## src/rtl/logic_pipe2.sv

```systemverilog
// logic_pipe2: two-level selectable bitwise gate combiner with two register
// stages and valid/ready handshakes on both sides.
//   Level 1: ab = f(op_ab, a, b), cd = f(op_cd, c, d)   -> stage 1 registers
//   Level 2: y  = f(op_y, ab, cd), y_zero = (y == 0)     -> stage 2 registers
// Opcodes: 0 AND, 1 OR, 2 NAND, 3 NOR, 4 XOR, 5 XNOR, 6 NOT(x), 7 BUF(x).
// Optional macro LOGIC_PIPE_TXN_CNT_EN adds a saturating output-handshake
// counter on port txn_count[CNT_W-1:0].
module logic_pipe2 #(
  parameter int WIDTH = 8,
  parameter int CNT_W = 16
) (
  input  logic             clk,
  input  logic             rst,
  input  logic             in_valid,
  output logic             in_ready,
  input  logic [WIDTH-1:0] a,
  input  logic [WIDTH-1:0] b,
  input  logic [WIDTH-1:0] c,
  input  logic [WIDTH-1:0] d,
  input  logic [2:0]       op_ab,
  input  logic [2:0]       op_cd,
  input  logic [2:0]       op_y,
  output logic             out_valid,
  input  logic             out_ready,
  output logic [WIDTH-1:0] y,
  output logic             y_zero
`ifdef LOGIC_PIPE_TXN_CNT_EN
  ,
  output logic [CNT_W-1:0] txn_count
`endif
);

  // Reject degenerate widths at elaboration time rather than building nonsense.
  if (WIDTH < 1 || CNT_W < 1) begin : g_bad_param
    $error("logic_pipe2: WIDTH and CNT_W must both be >= 1");
  end

  // Opcode evaluation shared by both levels; x is the first operand.
  function automatic logic [WIDTH-1:0] gate_f(input logic [2:0]       op,
                                              input logic [WIDTH-1:0] x,
                                              input logic [WIDTH-1:0] z);
    logic [WIDTH-1:0] r;
    case (op)
      3'd0:    r = x & z;
      3'd1:    r = x | z;
      3'd2:    r = ~(x & z);
      3'd3:    r = ~(x | z);
      3'd4:    r = x ^ z;
      3'd5:    r = ~(x ^ z);
      3'd6:    r = ~x;
      default: r = x;
    endcase
    return r;
  endfunction

  // Stage 1 state
  logic             v1_q;
  logic [WIDTH-1:0] ab_q;
  logic [WIDTH-1:0] cd_q;
  logic [2:0]       opy_q;

  // Stage 2 state
  logic             out_valid_q;
  logic [WIDTH-1:0] y_q;
  logic             y_zero_q;

  // Next-state values for the data registers
  logic [WIDTH-1:0] ab_d;
  logic [WIDTH-1:0] cd_d;
  logic [WIDTH-1:0] y_d;

  logic s2_adv;
  logic in_fire;
  logic out_fire;

  // Stage 2 can take stage 1's word when it is empty or being drained now.
  assign s2_adv   = v1_q && (!out_valid_q || out_ready);
  // Stage 1 can accept when empty or when its word moves on this edge.
  assign in_ready = !v1_q || s2_adv;
  assign in_fire  = in_valid && in_ready;
  assign out_fire = out_valid_q && out_ready;

  assign ab_d = gate_f(op_ab, a, b);
  assign cd_d = gate_f(op_cd, c, d);
  assign y_d  = gate_f(opy_q, ab_q, cd_q);

  // Stage 1: capture level-1 results together with the level-2 opcode.
  always_ff @(posedge clk or posedge rst) begin
    if (rst) begin
      v1_q  <= 1'b0;
      ab_q  <= '0;
      cd_q  <= '0;
      opy_q <= 3'd0;
    end else if (in_fire) begin
      v1_q  <= 1'b1;
      ab_q  <= ab_d;
      cd_q  <= cd_d;
      opy_q <= op_y;
    end else if (s2_adv) begin
      v1_q  <= 1'b0;
    end
  end

  // Stage 2: combine stage-1 results; hold steady while stalled.
  always_ff @(posedge clk or posedge rst) begin
    if (rst) begin
      out_valid_q <= 1'b0;
      y_q         <= '0;
      y_zero_q    <= 1'b1;
    end else if (s2_adv) begin
      out_valid_q <= 1'b1;
      y_q         <= y_d;
      y_zero_q    <= (y_d == '0);
    end else if (out_fire) begin
      out_valid_q <= 1'b0;
    end
  end

  assign out_valid = out_valid_q;
  assign y         = y_q;
  assign y_zero    = y_zero_q;

`ifdef LOGIC_PIPE_TXN_CNT_EN
  logic [CNT_W-1:0] txn_count_q;

  // Count output handshakes, sticking at all-ones instead of wrapping.
  always_ff @(posedge clk or posedge rst) begin
    if (rst) begin
      txn_count_q <= '0;
    end else if (out_fire && (txn_count_q != {CNT_W{1'b1}})) begin
      txn_count_q <= txn_count_q + 1'b1;
    end
  end

  assign txn_count = txn_count_q;
`endif

endmodule

```

## config.mk

```make
export PLATFORM = sky130hd
export DESIGN_NAME = logic_pipe2
export DESIGN_NICKNAME = d
export VERILOG_FILES = /design/src/rtl/logic_pipe2.sv
export SDC_FILE = /design/constraint.sdc
export NUM_CORES = 1
export LEC_CHECK = 0
export BUFFER_PORTS_ARGS = -buffer_cell sky130_fd_sc_hd__buf_2
export CORE_AREA = 2 2 83 85
export CTS_CLUSTER_SIZE = 12
export DETAILED_ROUTE_END_ITERATION = 7
export DIE_AREA = 0 0 85 87
export PLACE_DENSITY = 0.76
export SLEW_MARGIN = 20
export SYNTH_ARGS = -nofsm -noshare
export SYNTH_HDL_FRONTEND = slang
export SYNTH_SLANG_ARGS = --single-unit
```

## constraint.sdc

```tcl
create_clock -name clk -period 3.1 [get_ports clk]
set_clock_uncertainty 0.15 [all_clocks]
set_input_delay 0.155 -clock clk [delete_from_list [all_inputs] [get_ports clk]]
set_output_delay 0.155 -clock clk [all_outputs]
set_load 0.05 [all_outputs]
```

==> impl_metrics.yaml <==
floorplanning:
  dieHeight_um: 87
  start_util_pct: 52.86
  rows: 30
  ios: 56
  core_region_area_um2: 6569
  dieArea_um2: 7395
  die_w_um: 85
power:
  p_int_w: 0.001028
  ir_worst_vdd_mv: 0.4599
  p_clk_share_pct: 16.8
  seq_power_share_pct: 32.5
  p_sw_share_pct: 42.55
  static-leakage-power_nw: 1.935
  p_switching_w: 0.0007617
  power_density_nw_per_um2: 462.7
  pwr-share-comb_pct: 50.7
placed_design:
  post-place-cells: 526
  gp_congestion: 0.8781
  numPortBuffers: 55
  hpwl_um: 5037
critical_path:
  path_max_fanout: 5
  crit_arrival_ps: 2360
  start_kind: "flop"
  end_kind: "flop"
  r2r_cells: 6
  crit_type: "reg -> reg"
  cp.required_ps: 3170
finish:
  final_util_pct: 58.90
  fin_cells: 539
  final_cell_mix: "55 x buf_2, 53 x inv_1, 48 x ha_1"
  antenna_cells: 0
  post_route_cells_drive_above_1_share_pct: 18.30
  fin_nets: 551
  fill_cells: 587
  area_growth_pct: 11.42
  final_common_cell: "buf_2"
logic_synthesis:
  yosys.area.top_type: "dfrtp_1"
  ys_warn_count: 0
  synth_xor_area_share_pct: 7.820
  synthCells: 415
  synth_top_family_by_area: "adder cells"
  synthArstFlopShare_pct: 100.0
  synth_seq_cells: 30
  synth_edf_count: 0
  synth_compound_area_share_pct: 15.53
  yosys-top-cells-area: "dfrtp_1 21%, ha_1 17%, xnor2_1 6.6%"
  yosysUniqueCellTypes: 46
  netlist.area_leader.share_pct: 20.90
  synth_mux_area_share_pct: 14.31
  synth_simple_gate_area_share_pct: 13.77
  ys_seq_area_share_pct: 21.66
  syn_nets: 508
  postSynthAreaPerCell_um2: 8.366
  syn_area_um2: 3472
  synth-adder-area-share_pct: 17.30
  ys.flop_type: "dfrtp_1"
clock_network:
  post_cts_buffers: 0
  hold_buffers: 5
  clock-root-buffer: "clkbuf_8"
  clock_sinks: 30
  cts_buffers: 5
  htreeDepth: 2
  clk_pin_slew_ps: 60
  clk_path_buf_depth: 2
  post_cts_resized: 0
  cts_tree: "yes"
  worstSkewPairLatency_ps: 280
job:
  drv_cap: 0
timing:
  tightest_slew_ps: 814.7
  hold_viol: 0
  fin_crit_ps: 2282
  hold_slack_ps: 15.11
  slew-limit-headroom_pct: 45.56
  fmax_mhz: 438.2
  grt_setup_unrepaired: "no"
  fin_setup_tns_ps: 0
  fin_crit_sh_pct: 73.62
  maxSlewViolCount: 0
  setup_violations: 0
drt:
  vias_per_cell: 5.369
  drc: 0
  drtIter0Drc: 94
  post_drt_wl_per_cell_um: 12.14
  wirelength_um: 6545
  ant_nets: 0
  num_vias: 2894
  first_pass_iters: 4
worst_hold_path:
  min_path_type: "in -> reg"
  hold_depth: 3
global_route:
  antenna_found_initial: 0
  grt_pass1_wl_um: 11470
  grt_overflow_total: 0
  grt_pass1_vias: 2697
  grt_max_degree: 36
  grt_use_total_pct: 18.64
outcome:
  status: "finished clean"
power by group through the flow:
stage                     Combinational [W]  Clock, W  Sequential, W
after floorplan                    0.000584         0       0.000708
after global placement             0.000870         0       0.000585
after detailed placement           0.000899         0       0.000590
after CTS                          0.000915  0.000307       0.000583
after global routing                0.00101  0.000319       0.000599
final                              0.000907  0.000300       0.000582
logic make-up after synthesis:
family                   after synthesis
AO/OA/AOI/OAI                         83
XOR/XNOR                              31
adder cells (fa/ha/maj)               48
buffers and inverters                 81
flip-flops                            30
multiplexers                          41
AND/OR/NAND/NOR                      101
metrics by stage:
stage               worst slack (ps)  total power (W)  instance area (µm²)
CTS                            792.4         0.001805                 3869
global placement               888.5         0.001455                 3739
finish                         817.9         0.001790                 3869
global route                   690.2         0.001927                 3869
floorplan                      657.7         0.001292                 3472
detailed placement             832.4         0.001488                 3739
final timing paths:
check / from / slack [ps] / to
max reg2reg: ab_q[1] / 820 / y_zero
max in group asynchronous: rst / 2030 / cd_q[6]
min in group asynchronous: rst / 350 / v1_q
min reg2reg: y[7] / 320 / y[7]
min: out_ready / 20 / out_valid
max: ab_q[1] / 820 / y_zero
final cells by class:
class                           instances  area [µm²]  area share [%]
Clock buffer                            8       80.08           2.070
Multi-Input combinational cell        304        2386           61.68
Timing Repair Buffer                   63       347.8           8.991
Inverter                               54       202.7           5.239
Tap cell                               80       100.1           2.587
Sequential cell                        30       752.0           19.44
critical path, cell delays in order (launching register included):
cell and delay, ps:
dfrtp_1 400, inv_1 60, ha_1 300, mux2_1 300
mux4_2 490, a2111oi_2 290, a32o_1 210
Yosys cell counts (8+ instances only):
cell and n:
mux2i_1 20, mux2_2 11, nor2_1 30, dfrtp_1 29
xnor2_1 26, inv_1 54, a21oi_1 18, clkbuf_1 12
o21ai_0 29, ha_1 48, nand2_1 32, nor3_1 8
buf_2 12
sequential cells by signal, summed over array words and instances (netlist names):
name	cells
out_valid	1
cd_q	8
ab_q	8
y	8
v1_q	1
opy_q	3
y_zero	1
routing by layer:
layer,track usage (%),vias up,part of all wire [%]
li1,-,1488,-
met1,22.48,1321,45
met2,32.95,65,48
met3,2.938,20,3.9
met4,7.937,0,3.0
met5,0,-,0
No activity file was read; power rests on OpenSTA's default activity.
